`config.mk`:
```
export PLATFORM = sky130hd
export DESIGN_NAME = fu_cdb_arb
export DESIGN_NICKNAME = d
export VERILOG_FILES = /design/src/rtl/fu_cdb_arb.sv
export SDC_FILE = /design/constraint.sdc
export NUM_CORES = 2
export LEC_CHECK = 0
export BUFFER_PORTS_ARGS = -buffer_cell sky130_fd_sc_hd__buf_2
export CAP_MARGIN = 20
export CORE_MARGIN = 8
export CORE_UTILIZATION = 57
export CTS_CLUSTER_SIZE = 24
export DETAILED_ROUTE_END_ITERATION = 8
export GPL_TIMING_DRIVEN = 1
export PLACE_DENSITY_LB_ADDON = 0.15
export SYNTH_ARGS = -nofsm -noshare
export SYNTH_HDL_FRONTEND = slang
export SYNTH_SLANG_ARGS = --single-unit
```
`constraint.sdc`:
```
create_clock -name clk -period 27.3 [get_ports clk]
set_input_delay 5.46 -clock clk [delete_from_list [all_inputs] [get_ports clk]]
set_output_delay 5.46 -clock clk [all_outputs]
set_load 0.005 [all_outputs]
```
`src/rtl/fu_cdb_arb.sv`:
```
// fu_cdb_arb
//   Writeback arbiter between the execution units and the common data bus.
//   Each FU owns a collapsing, order-preserving completion queue of DEPTH
//   entries. Every cycle up to NUM_CDB queue heads are granted, in
//   fixed-priority (RR_MODE=0) or round-robin (RR_MODE=1) scan order, and
//   broadcast on CDB ports 0..NUM_CDB-1. Branch recovery squashes queued and
//   incoming results whose branch mask hits the resolved branch; a correct
//   prediction clears that branch bit from all masks.
//
// Ports
//   clk, rst              clock, asynchronous active-high reset
//   fu_vld_i/fu_rdy_o     per-FU enqueue handshake (rdy = queue not full)
//   fu_wr_en_i            result writes the PRF (0: ROB done only)
//   fu_tag_i/rob_idx_i/value_i/br_mask_i   per-FU result payload, FU i at slice i
//   rob_br_*              branch recovery / correct-prediction / one-hot tag
//   cdb_*_o               per-port broadcast (vld, PRF write enable, tag, ROB idx, value)
//   fu_pend_o             per-FU queue non-empty
module fu_cdb_arb #(
   parameter int NUM_FU  = 4,
   parameter int NUM_CDB = 2,
   parameter int DEPTH   = 2,
   parameter int TAG_W   = 6,
   parameter int ROB_W   = 6,
   parameter int MASK_W  = 4,
   parameter int RR_MODE = 0
) (
   input  logic                      clk,
   input  logic                      rst,
   input  logic [NUM_FU-1:0]         fu_vld_i,
   output logic [NUM_FU-1:0]         fu_rdy_o,
   input  logic [NUM_FU-1:0]         fu_wr_en_i,
   input  logic [NUM_FU*TAG_W-1:0]   fu_tag_i,
   input  logic [NUM_FU*ROB_W-1:0]   fu_rob_idx_i,
   input  logic [NUM_FU*64-1:0]      fu_value_i,
   input  logic [NUM_FU*MASK_W-1:0]  fu_br_mask_i,
   input  logic                      rob_br_recovery_i,
   input  logic                      rob_br_pred_correct_i,
   input  logic [MASK_W-1:0]         rob_br_tag_fix_i,
   output logic [NUM_CDB-1:0]        cdb_vld_o,
   output logic [NUM_CDB-1:0]        cdb_wr_en_o,
   output logic [NUM_CDB*TAG_W-1:0]  cdb_tag_o,
   output logic [NUM_CDB*ROB_W-1:0]  cdb_rob_idx_o,
   output logic [NUM_CDB*64-1:0]     cdb_value_o,
   output logic [NUM_FU-1:0]         fu_pend_o
);

   localparam int CNT_W = $clog2(DEPTH + 1);
   localparam int PTR_W = (NUM_FU > 1) ? $clog2(NUM_FU) : 1;
   localparam logic [CNT_W-1:0] DEPTH_C = CNT_W'(DEPTH);

   typedef struct packed {
      logic              wr_en;
      logic [TAG_W-1:0]  tag;
      logic [ROB_W-1:0]  rob_idx;
      logic [63:0]       value;
      logic [MASK_W-1:0] mask;
   } entry_t;

   entry_t            q       [NUM_FU][DEPTH];
   entry_t            q_nxt   [NUM_FU][DEPTH];
   logic [CNT_W-1:0]  cnt     [NUM_FU];
   logic [CNT_W-1:0]  cnt_nxt [NUM_FU];
   logic [PTR_W-1:0]  rr_ptr;
   logic [PTR_W-1:0]  rr_nxt;
   logic [NUM_FU-1:0] grant;
   logic              any_grant;

   always_comb begin : status
      for (int unsigned i = 0; i < NUM_FU; i++) begin
         fu_rdy_o[i]  = (cnt[i] < DEPTH_C);
         fu_pend_o[i] = (cnt[i] != '0);
      end
   end

   // Scan the registered heads; the k-th winner drives port k.
   always_comb begin : arb
      int unsigned n_gr;
      int unsigned idx;
      int unsigned last;
      grant         = '0;
      cdb_vld_o     = '0;
      cdb_wr_en_o   = '0;
      cdb_tag_o     = '0;
      cdb_rob_idx_o = '0;
      cdb_value_o   = '0;
      n_gr          = 0;
      last          = 0;
      idx           = 0;
      for (int unsigned j = 0; j < NUM_FU; j++) begin
         idx = (RR_MODE != 0) ? (32'(rr_ptr) + j) % NUM_FU : j;
         if (!rob_br_recovery_i && (cnt[idx] != '0) && (n_gr < NUM_CDB)) begin
            grant[idx]                              = 1'b1;
            cdb_vld_o[n_gr]                         = 1'b1;
            cdb_wr_en_o[n_gr]                       = q[idx][0].wr_en;
            cdb_tag_o[n_gr*TAG_W +: TAG_W]          = q[idx][0].tag;
            cdb_rob_idx_o[n_gr*ROB_W +: ROB_W]      = q[idx][0].rob_idx;
            cdb_value_o[n_gr*64 +: 64]              = q[idx][0].value;
            last                                    = idx;
            n_gr                                    = n_gr + 1;
         end
      end
      any_grant = (n_gr != 0);
      rr_nxt    = PTR_W'((last + 1) % NUM_FU);
   end

   // Rebuild each queue by copying survivors (not popped, not squashed)
   // toward slot 0 in order, then appending the accepted incoming entry.
   always_comb begin : q_update
      int unsigned n;
      entry_t      ent;
      logic        keep;
      logic        push;
      n    = 0;
      ent  = '0;
      keep = 1'b0;
      push = 1'b0;
      for (int unsigned i = 0; i < NUM_FU; i++) begin
         n = 0;
         for (int unsigned s = 0; s < DEPTH; s++) begin
            q_nxt[i][s] = '0;
         end
         for (int unsigned s = 0; s < DEPTH; s++) begin
            ent = q[i][s];
            if (rob_br_pred_correct_i) begin
               ent.mask = ent.mask & ~rob_br_tag_fix_i;
            end
            keep = (s < 32'(cnt[i])) && !(grant[i] && (s == 0)) &&
                   !(rob_br_recovery_i && ((q[i][s].mask & rob_br_tag_fix_i) != '0));
            if (keep) begin
               q_nxt[i][n] = ent;
               n           = n + 1;
            end
         end
         ent = {fu_wr_en_i[i], fu_tag_i[i*TAG_W +: TAG_W], fu_rob_idx_i[i*ROB_W +: ROB_W],
                fu_value_i[i*64 +: 64], fu_br_mask_i[i*MASK_W +: MASK_W]};
         push = fu_vld_i[i] && fu_rdy_o[i] &&
                !(rob_br_recovery_i && ((ent.mask & rob_br_tag_fix_i) != '0));
         if (rob_br_pred_correct_i) begin
            ent.mask = ent.mask & ~rob_br_tag_fix_i;
         end
         if (push && (n < DEPTH)) begin
            q_nxt[i][n] = ent;
            n           = n + 1;
         end
         cnt_nxt[i] = CNT_W'(n);
      end
   end

   always_ff @(posedge clk or posedge rst) begin
      if (rst) begin
         for (int unsigned i = 0; i < NUM_FU; i++) begin
            cnt[i] <= '0;
            for (int unsigned s = 0; s < DEPTH; s++) begin
               q[i][s] <= '0;
            end
         end
         rr_ptr <= '0;
      end else begin
         q   <= q_nxt;
         cnt <= cnt_nxt;
         if (any_grant) begin
            rr_ptr <= rr_nxt;
         end
      end
   end

   ap_rec_pc_excl: assert property (@(posedge clk) disable iff (rst)
      !(rob_br_recovery_i && rob_br_pred_correct_i));

   ap_vld_needs_rdy: assert property (@(posedge clk) disable iff (rst)
      ((fu_vld_i & ~fu_rdy_o) == '0));

endmodule
```
==> Yosys cells after proc, flatten, opt, wreduce, memory -nomap -nowiden <==
Cells that the tools add are included.
{ "totals": {"word_cells": 346, "reg_bits": 656, "in_bits": 336} }
{ "op_classes": {"bitwise": 36, "magnitude_cmp": 41, "n_reduce_logical": 87, "multipliers": 3, "n_addsub": 16, "n_shift": 15, "mux": 104} }
{ "op_table": {"columns": ["operator", "count"], "rows": [
  ["bitwise mux 162 bit", 8],
  ["two-way mux 162 bit", 8],
  ["two-way mux 81 bit", 12],
  ["demux 81 bit (select 1 bit)", 8],
  ["bitwise mux 128 bit", 3],
  ["two-way mux 128 bit", 3],
  ["variable shift 64 x 34 -> 128 bit, first input constant", 3],
  ["indexed part select 64 x 34 -> 128 bit", 3],
  ["less-than comparator 32 x 2 -> 1 bit, second input constant", 10],
  [">= comparator 33 x 2 -> 1 bit, second input constant", 8],
  ["less-than comparator 33 x 1 -> 1 bit, second input constant", 8],
  ["inverter 32 -> 33 bit", 8],
  ["negation 32 -> 34 bit", 6],
  ["indexed part select 6 x 34 -> 12 bit", 6],
  ["adder 32 x 1 -> 32 bit, second input constant", 6],
  ["two-way mux 32 bit", 6],
  ["variable shift 6 x 34 -> 12 bit, first input constant", 3],
  ["bitwise AND 4 bit", 24],
  [">= comparator 32 x 1 -> 1 bit, second input constant", 3],
  ["multiplier 32 x 2 -> 31 bit, second input constant", 3],
  ["bitwise mux 12 bit", 6],
  ["two-way mux 12 bit", 6],
  ["two-way mux 64 bit", 1],
  ["logical AND 1 bit", 54],
  ["15 further kinds", 96]
]} }

==> Longest topological paths before layout <==
{ "logic_depth": {"depth_word": 25, "mapped_depth": 25, "depth_no_buf": 18} }

==> Least setup slack after synthesis <==
Ideal clock, no wire load.
{ "synth_path": {"path_kind": "register -> output", "startpoint": "register cnt[7] (netlist bit)", "endpoint": "output cdb_tag_o[2]", "path_buffers": 3, "arrival_time_ns": 4.058, "path_slack_ns": 17.782, "stages_incl_launch_ff": 18, "path_cell_list": "dfrtp_1 > o21ba_2 > buf_2 > inv_1 > ha_1 > o21a_2 > nor2_2 > inv_2 > buf_2 > ha_1 > fa_1 > clkbuf_1 > nor3b_1 > xnor2_1 > nand3_1 > nor4b_1 > a31oi_1 > mux2i_1"} }
{ "synth_via": {"elab_chain_len": 14, "word_cells_on_any_way": 32} }
{ "synth_lines": {"columns": ["item", "line", "source"], "rows": [
  ["start, declared", "61", "logic [CNT_W-1:0] cnt [NUM_FU];"],
  ["start signal, assigned", "160", "cnt <= cnt_nxt;"],
  ["nonzero test 2 bit *", "91", "if (!rob_br_recovery_i && (cnt[idx] != '0) && (n_gr < NUM_CDB)) begin"],
  ["logical AND 1 bit *", "91", null],
  ["two-way mux 1 bit", "91", null],
  ["less-than comparator 32 x 2 -> 1 bit", "91", null],
  ["logical AND 1 bit", "91", null],
  ["two-way mux 32 bit", "91", null],
  ["less-than comparator 32 x 2 -> 1 bit", "91", null],
  ["logical AND 1 bit", "91", null],
  ["two-way mux 32 bit", "91", null],
  ["multiplier 32 x 2 -> 31 bit", "95", "cdb_tag_o[n_gr*TAG_W +: TAG_W] = q[idx][0].tag;"],
  ["negation 32 -> 34 bit", "95", null],
  ["indexed part select 6 x 34 -> 12 bit or variable shift 6 x 34 -> 12 bit (tied branches)", "95", null],
  ["bitwise mux 12 bit", "95", null],
  ["two-way mux 12 bit *", "91", null],
  ["end, declared", "41", "output logic [NUM_CDB*TAG_W-1:0] cdb_tag_o,"]
]} }
Every way passes the cells marked *; elsewhere a longest branch is shown, timed or not.

==> impl_metrics.yaml <==
yosys:
  synth_top_area_share_pct: 51.87
  synthTopCellsByArea: "dfrtp_1 52%, a31oi_1 6.2%, nand3_1 5.2%, nor2_1 5.1%, a32o_1 4.9%"
  synth_top_area_cell: "dfrtp_1"
  syn_inst: 3373
  ys_seq_area_share_pct: 51.87
  yosys.area_share.xor_xnor_pct: 0.3005
  syn_avg_cell_area_um2: 9.382
  synth_cell_types: 58
  synth_edf_count: 0
  synthAdderAreaFrac_pct: 0.8936
  synth_seq_cells: 656
  async_flop_share_pct: 100.0
  yosys_warnings: 0
  yosys.area_share.simple_pct: 15.99
  synth-compound-area-share_pct: 25.19
  synth.area.mux_share_pct: 1.115
  ys.flop_type: "dfrtp_1"
  synth_top_family_by_area: "compound AO/OA/AOI/OAI gates"
  syn_area_um2: 31650
outcome:
  violations: "design-rule violations"
  outcome: "finished with violations"
critical_path:
  worst_ep_arrival_time_ns: 11.08
  critPathBufInv: 7
  crit_path_frequent_cell: "buf_4"
  reg2regPathDepth: 21
  cp.depth: 16
  critical_path.endpoint: "cdb_value_o[127]"
  crit_type: "input pin to output pin"
  slowest_stage: "buf_4"
  path_delay_family: "buffers and inverters"
  critPathMaxFanout: 74
  cp-start-kind: "input pin"
  timing.rr.end: "q[129]$_DFF_PP0_"
  cp-startpoint: "rob_br_recovery_i"
  crit_required_ns: 21.84
  cp_slowest_stage_delay_ns: 0.71
  cp-end-kind: "output pin"
  ff2ff_setup_slack_ns: 22.04
  worstPathCellList: "buf_2, o21ba_4, inv_1, ha_1, o21a_2, nor2_2, ha_1, inv_1, ha_2, buf_4, nand4_1, buf_4, buf_4, a21oi_1, a21oi_1, buf_2"
  r2r_start: "cnt[5]$_DFF_PP0_"
min_path:
  hold_path.class: "flop to flop"
clocking:
  numCtsBuffers: 70
  postCtsSetupBuffers: 0
  clk_pin_slew_worst_paths_ns: 0.06
  clock-sinks: 656
  ctsHoldBuffers: 0
  tritoncts: "built"
  cts-resized-gates: 0
  clock_latency_ns: 0.62
  clk_path_buf_depth: 3
  cts_max_level: 3
  clock_tree.root_cell: "clkbuf_16"
layout:
  nets: 3991
  area_delta_synth_final_pct: 16.14
  layout-drive-gt1-share_pct: 18.49
  final_area_um2: 36750
  fill_cells: 4430
sta:
  fin_crit_sh_pct: 60.59
  hold_viol: 0
  tightest_slew_ns: 1.253
  setup_tns_ns: 0
  grt_setup_unrepaired: "false"
  slew_viol_final: 0
  slew_headroom_pct: 16.48
  fin_crit_ns: 16.54
  fin_worst_skew_ns: 0.01524
  max_freq_mhz: 60.45
  finalSetupViolCount: 0
routing:
  ant_nets: 0
  vias: 30980
  via_per_inst: 6.905
  wl_mm: 119.9
  drc: 18
  post_drt_wl_per_cell_um: 26.73
  drt_pass1_iterations: 9
  drt_iter0_markers: 4094
grt:
  grt_overflow: 0
  grt_usage_pct: 36.41
  grt_pass1_wl_mm: 181.4
  antenna_found_initial: 61
  grt_max_degree: 172
  grt_pass1_vias: 29980
placed_design:
  place.gp.congestion: 0.9393
  postPlaceCellArea_um2: 34190
  port_buffers: 499
  post-dp-hpwl_mm: 75.82
floorplan:
  io_pins: 500
  start_util_pct: 57.55
  die_w_um: 251.6
  fp.dieH_um: 251.6
  core_area_um2: 54990
  std_cell_rows: 86
  dieArea_um2: 63310
pwr:
  power_density_nw_per_um2: 103.0
  vdd_drop_max_mv: 0.06958
  power_mw: 3.786
  p_leak_nw: 16.73
flow_run:
  maxCapViolCount: 0
[cell usage after synthesis, drive strengths merged (2+ instances only)]
cell type and instances:
a21boi 5, a21o 5, a21oi 213, a222oi 84
a22o 154, a22oi 105, a311o 3, a311oi 8
a31oi 313, a32o 154, a32oi 8, and2 13
and3 7, buf 39, clkbuf 318, conb 2
dfrtp 656, ha 21, inv 24, mux2 2
mux2i 33, nand2 372, nand3 328, nand4 5
nor2 431, nor3 13, nor3b 3, nor4 4
nor4b 4, o21ai 17, o22ai 2, or3 3
xnor2 2, xor2 8
[flip-flops by register name, summed over array words and instances, names as in the netlist]
name  flops
cnt       8
q       648
[routing by layer]
layer | global-route usage, % | vias up | routed length [µm]
li1 | - | 13160 | -
met3 | 9.374 | 406 | 12650
met1 | 46.11 | 15300 | 44230
met5 | 0 | - | 148
met4 | 21.60 | 24 | 7311
met2 | 56.31 | 2081 | 55570
[per-stage QoR]
stage | setup WS [ns] | utilization (%) | std cells | hold slack (ns)
after floorplan | 3.457 | - | 3378 | 0.4727
after global placement | 11.15 | 62.19 | 4305 | 0.4871
after detailed placement | 11.01 | 62.19 | 4305 | 0.4904
after CTS | 11.00 | 66.39 | 4428 | 0.5076
after global routing | 10.52 | 66.77 | 4471 | 0.5138
final | 10.76 | 66.84 | 4486 | 0.5082
[placed cells by master (no fill, tap or decap), types with 4 or more instances in the layout]
| master | count |
|---|---|
| nand3_1 | 327 |
| and2_1 | 7 |
| bufinv_16 | 4 |
| nor2_1 | 429 |
| a22o_1 | 154 |
| a32o_1 | 154 |
| buf_16 | 4 |
| xor2_1 | 7 |
| inv_6 | 4 |
| clkbuf_16 | 74 |
| a32oi_1 | 8 |
| nor3_2 | 5 |
| buf_4 | 34 |
| nand4_1 | 5 |
| and2_4 | 6 |
| clkinv_2 | 5 |
| dfrtp_1 | 656 |
| a31oi_1 | 313 |
| a21boi_0 | 5 |
| a21oi_1 | 211 |
| mux2i_1 | 33 |
| clkbuf_8 | 14 |
| nand2_4 | 6 |
| a222oi_1 | 84 |
| a311oi_1 | 8 |
| nand2_1 | 366 |
| and3_1 | 7 |
| ha_1 | 20 |
| a22oi_1 | 105 |
| nor4b_1 | 4 |
| o21ai_0 | 16 |
| a21o_1 | 5 |
| clkbuf_1 | 24 |
| buf_2 | 499 |
| diode_2 | 54 |
| inv_1 | 16 |
| nor3_1 | 8 |
| conb_1 | 7 |
[power breakdown]
part / switching, mW / total (mW) / internal, mW
Clock: 0.399 / 0.973 / 0.574
Combinational: 0.983 / 1.38 / 0.396
Sequential: 0.214 / 1.43 / 1.22
[worst min-delay path by stage]
| stage | start | to | slack [ns] | depth (start not counted) |
|---|---|---|---|---|
| 2_1_floorplan | q[328]$_DFF_PP0_ | q[328]$_DFF_PP0_ | 0.47 | 1 |
| 3_3_place_gp | q[367]$_DFF_PP0_ | q[367]$_DFF_PP0_ | 0.49 | 1 |
| 3_5_place_dp | q[496]$_DFF_PP0_ | q[496]$_DFF_PP0_ | 0.49 | 1 |
| 4_1_cts | q[363]$_DFF_PP0_ | q[363]$_DFF_PP0_ | 0.51 | 1 |
| 5_1_grt | q[531]$_DFF_PP0_ | q[531]$_DFF_PP0_ | 0.51 | 1 |
| 6_report | q[493]$_DFF_PP0_ | q[493]$_DFF_PP0_ | 0.51 | 1 |
[logic make-up (layout without fill, tap and decap cells)]
logic type / count (synthesis) / count (layout)
AOI/OAI and AO/OA: 1079 / 1079
xor gates and xnor gates: 10 / 10
adders and majority gates: 22 / 22
buffers and inverters: 381 / 687
DFF: 656 / 656
muxes: 35 / 35
other: 2 / 61
and+or+nand+nor: 1188 / 1188
[area by class of cell]
class                           instances  area (µm²)  area share (%)
Antenna cell                           54       135.1          0.3677
Sequential cell                       656       16420           44.67
Timing Repair Buffer                  540        2923           7.953
Tap cell                              748       935.9           2.547
Clock buffer                          112        2135           5.808
Clock inverter                         11       177.7          0.4834
Multi-Input combinational cell       2341       13920           37.87
Inverter                               24       110.1          0.2996
Power figures use the tool's default switching activity.
